===== src/rtl/shift_pkg.sv =====
// Shared op-code and FSM state constants for the iterative shift unit.
// ITER_SHIFT_ROTATE_EN enables the ROR/ROL op codes.
package shift_pkg;

  // Operation codes
  localparam logic [2:0] OpSrl = 3'b000;
  localparam logic [2:0] OpSll = 3'b001;
  localparam logic [2:0] OpSra = 3'b010;
  localparam logic [2:0] OpRor = 3'b011;
  localparam logic [2:0] OpRol = 3'b100;

  // FSM state encoding
  localparam logic [1:0] StIdle  = 2'd0;
  localparam logic [1:0] StShift = 2'd1;
  localparam logic [1:0] StDone  = 2'd2;

  // True when the op code is implemented in this build
  function automatic logic op_supported(input logic [2:0] op);
`ifdef ITER_SHIFT_ROTATE_EN
    return (op <= OpRol);
`else
    return (op <= OpSra);
`endif
  endfunction

endpackage


===== src/rtl/shift_step.sv =====
// Combinational single-step shifter: shifts data by 0..Step positions and
// reports the last bit shifted out. Rotates exist only with ITER_SHIFT_ROTATE_EN.
module shift_step
  import shift_pkg::*;
#(
  parameter int unsigned Width = 16,
  parameter int unsigned Step  = 4,
  localparam int unsigned AmtW = $clog2(Step + 1)
) (
  input  logic [Width-1:0] data_i,
  input  logic [2:0]       op_i,
  input  logic [AmtW-1:0]  amt_i,
  output logic [Width-1:0] data_o,
  output logic             carry_o
);

  logic [Width-1:0] res_r, res_l, res_a;
  logic             c_r, c_l;

  // Extra bit below/above the operand catches the last bit shifted out
  assign {res_r, c_r} = {data_i, 1'b0} >> amt_i;
  assign {c_l, res_l} = {1'b0, data_i} << amt_i;
  assign res_a        = $unsigned($signed(data_i) >>> amt_i);

`ifdef ITER_SHIFT_ROTATE_EN
  logic [Width-1:0] res_ror, res_rol;
  // Shift by Width yields zero, so amt_i == 0 passes data through unchanged
  assign res_ror = (data_i >> amt_i) | (data_i << (Width - 32'(amt_i)));
  assign res_rol = (data_i << amt_i) | (data_i >> (Width - 32'(amt_i)));
`endif

  // Select result and carry for the requested op
  always_comb begin
    data_o  = data_i;
    carry_o = 1'b0;
    case (op_i)
      OpSrl: begin
        data_o  = res_r;
        carry_o = c_r;
      end
      OpSll: begin
        data_o  = res_l;
        carry_o = c_l;
      end
      OpSra: begin
        data_o  = res_a;
        carry_o = c_r;
      end
`ifdef ITER_SHIFT_ROTATE_EN
      OpRor: data_o = res_ror;
      OpRol: data_o = res_rol;
`endif
      default: ;
    endcase
  end

endmodule


===== src/rtl/iter_shift_unit.sv =====
// Iterative shifter: shifts up to STEP positions per cycle with a
// valid/ready request and result handshake. ITER_SHIFT_ROTATE_EN adds ROR/ROL.
module iter_shift_unit
  import shift_pkg::*;
#(
  parameter int unsigned WIDTH = 16,
  parameter int unsigned STEP  = 4,
  localparam int unsigned SHAMT_W = $clog2(WIDTH)
) (
  input  logic               clk,
  input  logic               RST,
  input  logic [WIDTH-1:0]   A,
  input  logic [WIDTH-1:0]   B,
  input  logic               src_sel,
  input  logic [2:0]         op,
  input  logic [SHAMT_W-1:0] shamt,
  input  logic               in_valid,
  output logic               in_ready,
  output logic               out_valid,
  input  logic               out_ready,
  output logic [WIDTH-1:0]   SHIFT_OUT,
  output logic               carry_out,
  output logic               op_err
);

  localparam int unsigned AMT_W = $clog2(STEP + 1);

  logic [1:0]         state_q, state_d;
  logic [WIDTH-1:0]   data_q, data_d;
  logic [2:0]         op_q, op_d;
  logic [SHAMT_W-1:0] rem_q, rem_d;
  logic               carry_q, carry_d;
  logic               err_q, err_d;

  logic [AMT_W-1:0]   step_amt;
  logic [WIDTH-1:0]   step_data;
  logic               step_carry;

  // Shift by a full STEP until fewer than STEP positions remain
  assign step_amt = (32'(rem_q) >= STEP) ? AMT_W'(STEP) : AMT_W'(rem_q);

  shift_step #(
    .Width (WIDTH),
    .Step  (STEP)
  ) u_shift_step (
    .data_i  (data_q),
    .op_i    (op_q),
    .amt_i   (step_amt),
    .data_o  (step_data),
    .carry_o (step_carry)
  );

  // Next-state logic for the IDLE/SHIFT/DONE sequencer
  always_comb begin
    state_d = state_q;
    data_d  = data_q;
    op_d    = op_q;
    rem_d   = rem_q;
    carry_d = carry_q;
    err_d   = err_q;
    case (state_q)
      StIdle: begin
        if (in_valid) begin
          data_d  = src_sel ? B : A;
          op_d    = op;
          rem_d   = shamt;
          carry_d = 1'b0;
          err_d   = 1'b0;
          if (!op_supported(op)) begin
            data_d  = '0;
            err_d   = 1'b1;
            state_d = StDone;
          end else begin
            state_d = (shamt != '0) ? StShift : StDone;
          end
        end
      end
      StShift: begin
        data_d  = step_data;
        carry_d = step_carry;
        rem_d   = rem_q - SHAMT_W'(step_amt);
        if (rem_q == SHAMT_W'(step_amt)) state_d = StDone;
      end
      StDone: begin
        // No accept here: in_ready is low until we are back in IDLE
        if (out_ready) state_d = StIdle;
      end
      default: state_d = StIdle;
    endcase
  end

  // State registers with synchronous reset
  always_ff @(posedge clk) begin
    if (RST) begin
      state_q <= StIdle;
      data_q  <= '0;
      op_q    <= '0;
      rem_q   <= '0;
      carry_q <= 1'b0;
      err_q   <= 1'b0;
    end else begin
      state_q <= state_d;
      data_q  <= data_d;
      op_q    <= op_d;
      rem_q   <= rem_d;
      carry_q <= carry_d;
      err_q   <= err_d;
    end
  end

  // Result outputs are zero except while a result is presented
  always_comb begin
    in_ready  = (state_q == StIdle);
    out_valid = (state_q == StDone);
    SHIFT_OUT = out_valid ? data_q : '0;
    carry_out = out_valid & carry_q;
    op_err    = out_valid & err_q;
  end

endmodule


===== config.mk =====
export PLATFORM = sky130hd
export DESIGN_NAME = iter_shift_unit
export DESIGN_NICKNAME = d
export VERILOG_FILES = /design/src/rtl/shift_pkg.sv /design/src/rtl/shift_step.sv /design/src/rtl/iter_shift_unit.sv
export SDC_FILE = /design/constraint.sdc
export NUM_CORES = 1
export LEC_CHECK = 0
export BUFFER_PORTS_ARGS = -buffer_cell sky130_fd_sc_hd__buf_2
export CAP_MARGIN = 5
export CORE_MARGIN = 10
export CORE_UTILIZATION = 51
export CTS_CLUSTER_DIAMETER = 80
export DETAILED_ROUTE_END_ITERATION = 8
export PLACE_DENSITY = 0.84
export SLEW_MARGIN = 20
export SYNTH_ARGS = -nofsm -noshare
export SYNTH_HDL_FRONTEND = slang
export SYNTH_SLANG_ARGS = --single-unit
export TNS_END_PERCENT = 100

===== constraint.sdc =====
create_clock -name clk -period 1.7 [get_ports clk]
set_input_delay 0.34 -clock clk [delete_from_list [all_inputs] [get_ports clk]]
set_output_delay 0.34 -clock clk [all_outputs]
set_load 0.02 [all_outputs]

# Word level (Yosys, flattened, before mapping)
# Index checks and enable logic that the tools add are counted.
dict set report classes {
  addsub 1
  order_cmp 2
  n_eq_ne 9
  n_shift 3
  n_mux 19
  n_bitwise 2
  n_reduce_logical 9
}
# op count
set ops {}
lappend ops {{$mux W16} 4}
lappend ops {{$pmux W16 S3} 1}
lappend ops {{$pmux W16 S2} 1}
lappend ops {{$shl A16 B3 Y17} 1}
lappend ops {{$shr A17 B3 Y17} 1}
lappend ops {{$sshr A16 B3 Y16} 1}
lappend ops {{$mux W2} 5}
lappend ops {{$pmux W4 S2} 1}
lappend ops {{$pmux W2 S3} 1}
lappend ops {{$reduce_and A3 Y1} 2}
lappend ops {{$eq A4 B3 Y1} 1}
lappend ops {{$ge A4 B3 Y1 const B} 1}
lappend ops {{$mux W4} 1}
lappend ops {{$ne A2 B2 Y1 const B} 2}
lappend ops {{$ne A4 B1 Y1 const B} 1}
lappend ops {{$pmux W1 S2} 2}
lappend ops {{$reduce_and A2 Y1} 2}
lappend ops {{$reduce_bool A4 Y1} 1}
lappend ops {{$sub A4 B3 Y4} 1}
lappend ops {{$eq A3 B1 Y1 const B} 1}
lappend ops {{$eq A3 B2 Y1 const B} 1}
lappend ops {{$le A3 B2 Y1 const B} 1}
lappend ops {{$logic_not A3 Y1} 1}
lappend ops {{$mux W3} 1}
lappend ops {{8 further kinds} 10}
dict set report totals {
  ff_bits 27
  output_inout_bits 20
  word_cells 51
}

# Longest topological paths before layout
dict set report depth {
  ltp_word 5
  depth_mapped 9
  ltp_nobuf 6
}

# Cells and area by module
# From an unflattened synthesis, not the netlist that was laid out.
dict set report hier_totals {
  cells_unflattened 353
  area_unflattened_um2 3052.9
}
# module instances cells_per_inst area_per_inst_um2
set by_module_without_submodules {}
lappend by_module_without_submodules {iter_shift_unit 1 183 1579.0}
lappend by_module_without_submodules {shift_step 1 170 1473.9}

# Worst setup path after synthesis
# OpenSTA, ideal clock, no wires.
dict set report synth_timing {
  path_kind {reg-to-output}
  from {register state_q[0]}
  to {output SHIFT_OUT[10]}
  arrival_time_ps 1367
  required_time_ps 1360
  path_slack_ps -7
  stages_incl_launch_ff 5
  n_path_buf 2
  cell_sequence {dfxtp_1 -> buf_6 -> nor2b_1 -> clkbuf_1 -> and2_1}
}
dict set report synth_between {
  elab_chain_cells 2
}
# item line
set synth_lines {}
lappend synth_lines {{from (decl)} iter_shift_unit.sv:28} ;# logic [1:0] state_q, state_d;
lappend synth_lines {{from (signal assigned)} iter_shift_unit.sv:95} ;# state_q <= StIdle;
lappend synth_lines {{from (signal assigned)} iter_shift_unit.sv:102} ;# state_q <= state_d;
lappend synth_lines {{$eq A2 B2 Y1} iter_shift_unit.sv:114} ;# out_valid = (state_q == StDone);
lappend synth_lines {{named net out_valid} iter_shift_unit.sv:19} ;# output logic out_valid,
lappend synth_lines {{$mux W16} iter_shift_unit.sv:115} ;# SHIFT_OUT = out_valid ? data_q : '0;
lappend synth_lines {{to (decl)} iter_shift_unit.sv:21} ;# output logic [WIDTH-1:0] SHIFT_OUT,
# The timed path passes the listed nets, and every way through them passes these cells.

# Final worst setup path
dict set report layout_timing {
  from {register rem_q[0]}
  to {register data_q[9]}
}
dict set report layout_between {
  elab_chain_cells 5
  word_cells_on_any_way 7
}
# item line
set layout_lines {}
lappend layout_lines {{from (decl)} iter_shift_unit.sv:31} ;# logic [SHAMT_W-1:0] rem_q, rem_d;
lappend layout_lines {{from (signal assigned)} iter_shift_unit.sv:105} ;# rem_q <= rem_d;
lappend layout_lines {{$ge A4 B3 Y1} iter_shift_unit.sv:40} ;# assign step_amt = (32'(rem_q) >= STEP) ? AMT_W'(STEP) : AMT_W'(rem_q);
lappend layout_lines {{$mux W3 *} iter_shift_unit.sv:40}
lappend layout_lines {{$sshr A16 B3 Y16, or another cell as far along} shift_step.sv:23} ;# assign res_a = $unsigned($signed(data_i) >>> amt_i);
lappend layout_lines {{$pmux W16 S3 *} shift_step.sv:36} ;# case (op_i)
lappend layout_lines {{$pmux W16 S2 *} iter_shift_unit.sv:61} ;# case (state_q)
lappend layout_lines {{to (signal assigned)} iter_shift_unit.sv:103} ;# data_q <= data_d;
lappend layout_lines {{to (decl)} iter_shift_unit.sv:29} ;# logic [WIDTH-1:0] data_q, data_d;
# Mark *: on every way between the ends. The rest lies on a longest branch, timed or not.
# A chain may end at the register's enable or synchronous reset.

==> results.yml <==
run_status:
  status: "complete, but fails checks"
  violations: "negative setup slack"
logic_synthesis:
  seq_area_frac_synth: 0.175
  synth_enable_flop_cells: 0
  yosysUniqueCellTypes: 68
  yosysWarnings: 0
  syn_inst: 396
  synth_area_leaders: "dfxtp_1 18%, mux4_2 8.8%, mux2i_1 7.1%, nand2_1 4.9%, mux2_2 4.7%"
  yosys.area.top_type_share: 0.175
  syn_area_um2: 3090
  avgSynthCellArea_um2: 7.80
  synthArstFlopShare: 0
  synth_nets: 442
  synth_top_area_cell: "dfxtp_1"
  ys_ff_latch: 27
  synthFlopType: "dfxtp_1"
timing:
  hold_viol: 0
  fin_skew_ps: 2.33
  fin_crit_sh: 1.05
  setup_viol_count_final: 23
  layout_setup_ws_ps: -85.0
  fmax_mhz: 560
  rsz0062_at_grt: "true"
  min_period_ps: 1780
  timing.final.max_slew_violations: 0
  timing.hold.ws_ps: 302
run:
  cap_violations: 0
cts:
  h-tree-depth: 1
  clk_latency_ps: 280
  cts_tree: "yes"
  numCtsBuffers: 3
  clock_path_buffers: 2
  hold_buffers: 0
  clk_pin_slew_ps: 110
  cts.sinks: 27
  cts_root_buf: "clkbuf_8"
global_routing:
  grt_max_degree: 19
  grt_pass1_vias: 3701
  overflow: 0
  antenna_found_initial: 1
  grt_pass1_wl_mm: 19.6
  track_usage: 0.243
routing:
  finalWirelength_mm: 13.6
  drc: 0
  via_count: 4069
  route.detailed.vias_per_inst: 6.74
  final_antenna_net_count: 0
  drt-initial-drc-count: 615
  drt_first_pass_iters: 8
  wl_per_cell_um: 22.5
setup_path:
  r2r_cells: 5
  critical_path_class: "flip-flop to flip-flop"
  r2r_end: "data_q[9]"
  cpPeakStageDelay_ps: 550
  start_kind: "flip-flop"
  reg2reg_slack_ps: -80
  critPathSlowestCell: "mux4_2"
  worstPathMaxFanout: 6
  crit_path_end_kind: "flip-flop"
  cp_num_buf_inv: 1
  required_ps: 1870
  crit_arrival_ps: 1960
  crit_chain: "nor3b_4, buf_6, mux4_2, o311ai_4, a211oi_1"
  reg2reg_from: "rem_q[0]"
  crit_family: "multiplexers"
hold_path:
  min_path_type: "input port to flip-flop"
  min_from: "op[2]"
  whs_endpoint: "op_q[2]"
  hold_depth: 3
floorplan:
  core_um2: 5890
  start_util: 0.525
  fp-row-count: 28
  die_h_um: 97.8
  ios: 64
  dieWidth_um: 97.8
  dieArea_um2: 9570
finish:
  fin_nets: 575
  area_delta_synth_final_pct: 50.9
  drive_gt1_frac: 0.536
  final_cell_area_um2: 4660
power_and_ir_drop:
  p_leak_nw: 1.92
  ir_drop_v: 0.000476
  cellPowerDensity_nw_per_um2: 658
placed_design:
  dpl_cell_area_um2: 3980
  io_buffers: 63
  place_congestion: 1.04
  dpl.hpwl_mm: 9.30
[worst max-delay path by stage]
stage	startpoint	endpoint	slack (ps)	depth (start not counted)
detailed placement	in_valid	data_q[14]	-150	7
finish	rem_q[0]	data_q[9]	-80	5
global placement	rem_q[0]	data_q[8]	-130	7
CTS	rem_q[0]	data_q[5]	-40	6
floorplan	op_q[2]	data_q[0]	20	7
global route	rem_q[0]	data_q[9]	-130	5
[stage by stage]
stage,TNS (ps),utilization,power [mW],std cells,setup slack [ps]
after floorplan,0,-,1.67,396,20.7
after global routing,-2520,0.792,3.17,604,-126
final,-1120,0.792,3.07,604,-85.0
after detailed placement,-1210,0.676,2.26,583,-147
after global placement,-627,0.676,2.24,583,-133
after CTS,-740,0.731,2.78,592,-44.6
[tightest hold or removal path: cells and delay by family]
| kind | cells | cell delay (ps) |
|---|---|---|
| buffers and inverters | 1 | 110 |
| AO/OA/AOI/OAI | 1 | 50 |
| AND/OR/NAND/NOR | 1 | 50 |
[metal layers]
layer	GRT usage	up-vias	share of wire	wire length (um)
met3	0.0500	101	0.12	1700
li1	-	1721	-	-
met5	0	-	0	0
met4	0.103	0	0.064	866
met1	0.300	1860	0.35	4800
met2	0.402	387	0.46	6220
[logic make-up (layout without fill, tap and decap cells)]
| family | Yosys count | in the layout | share of synthesized area |
|---|---|---|---|
| other cells | 2 | 3 | 0.00243 |
| mux | 48 | 48 | 0.211 |
| buf+inv | 54 | 186 | 0.0997 |
| flops | 27 | 27 | 0.175 |
| simple gates | 157 | 157 | 0.265 |
| compound gates | 106 | 106 | 0.239 |
| fa+ha+maj | 2 | 2 | 0.00810 |
[registers in the layout (all words and copies together), names as in the netlist]
name,cells
rem_q,4
carry_q,1
op_q,3
state_q,2
err_q,1
data_q,16
[Yosys cell counts (7+ instances only)]
library cell / number
buf_6: 8
mux4_2: 12
nor3_1: 12
mux2_2: 13
buf_4: 7
nand3_1: 7
a21oi_1: 26
a211oi_1: 10
mux2i_1: 22
nor2_1: 37
nand2_1: 40
dfxtp_1: 27
nor4_1: 7
o22ai_1: 8
buf_2: 14
clkbuf_1: 20
o21ai_0: 12
and2_1: 19
[report_power, final]
part / internal (mW) / total, mW / switching, mW / leakage, nW
sequential: 0.703 / 0.833 / 0.130 / 0.225
combinational: 0.892 / 1.83 / 0.933 / 1.67
clock: 0.169 / 0.410 / 0.241 / 0.0228
total: 1.76 / 3.07 / 1.30 / 1.92
[placed cells by master (no fill, tap or decap), types with 5 or more instances in the layout]
cell type	netlist	final
a211oi_1	10	7
nor4_1	7	6
mux2i_1	22	21
buf_12	0	5
buf_2	14	45
o21ai_0	12	9
mux2_2	13	13
nor2_1	37	31
nand2b_1	6	6
buf_6	8	30
nand3_1	7	7
nand2_1	40	38
and2_4	0	18
buf_4	7	96
dfxtp_1	27	21
o22ai_1	8	8
nor3_1	12	8
nor2_2	1	6
a21oi_1	26	22
o211ai_1	6	6
mux4_2	12	12
o21ai_1	3	6
[layout make-up]
cell class                      instances  area (um^2)
Antenna cell                            1         2.50
Clock buffer                            4         45.0
Fill cell                             369         1230
Inverter                                3         11.3
Multi-Input combinational cell        315         2510
Sequential cell                        27          558
Tap cell                               75         93.8
Timing Repair Buffer                  179         1440
[repair_timing]
| item | in CTS | in global routing |
|---|---|---|
| hold endpoints to repair | 0 | 0 |
| gates resized for setup | 75 | 63 |
| pin swaps | 13 | 19 |
| gates cloned | 1 | 1 |
| setup buffers | 4 | 10 |
| setup endpoints to repair | 35 | 37 |
No activity file was read; power rests on OpenSTA's default activity.
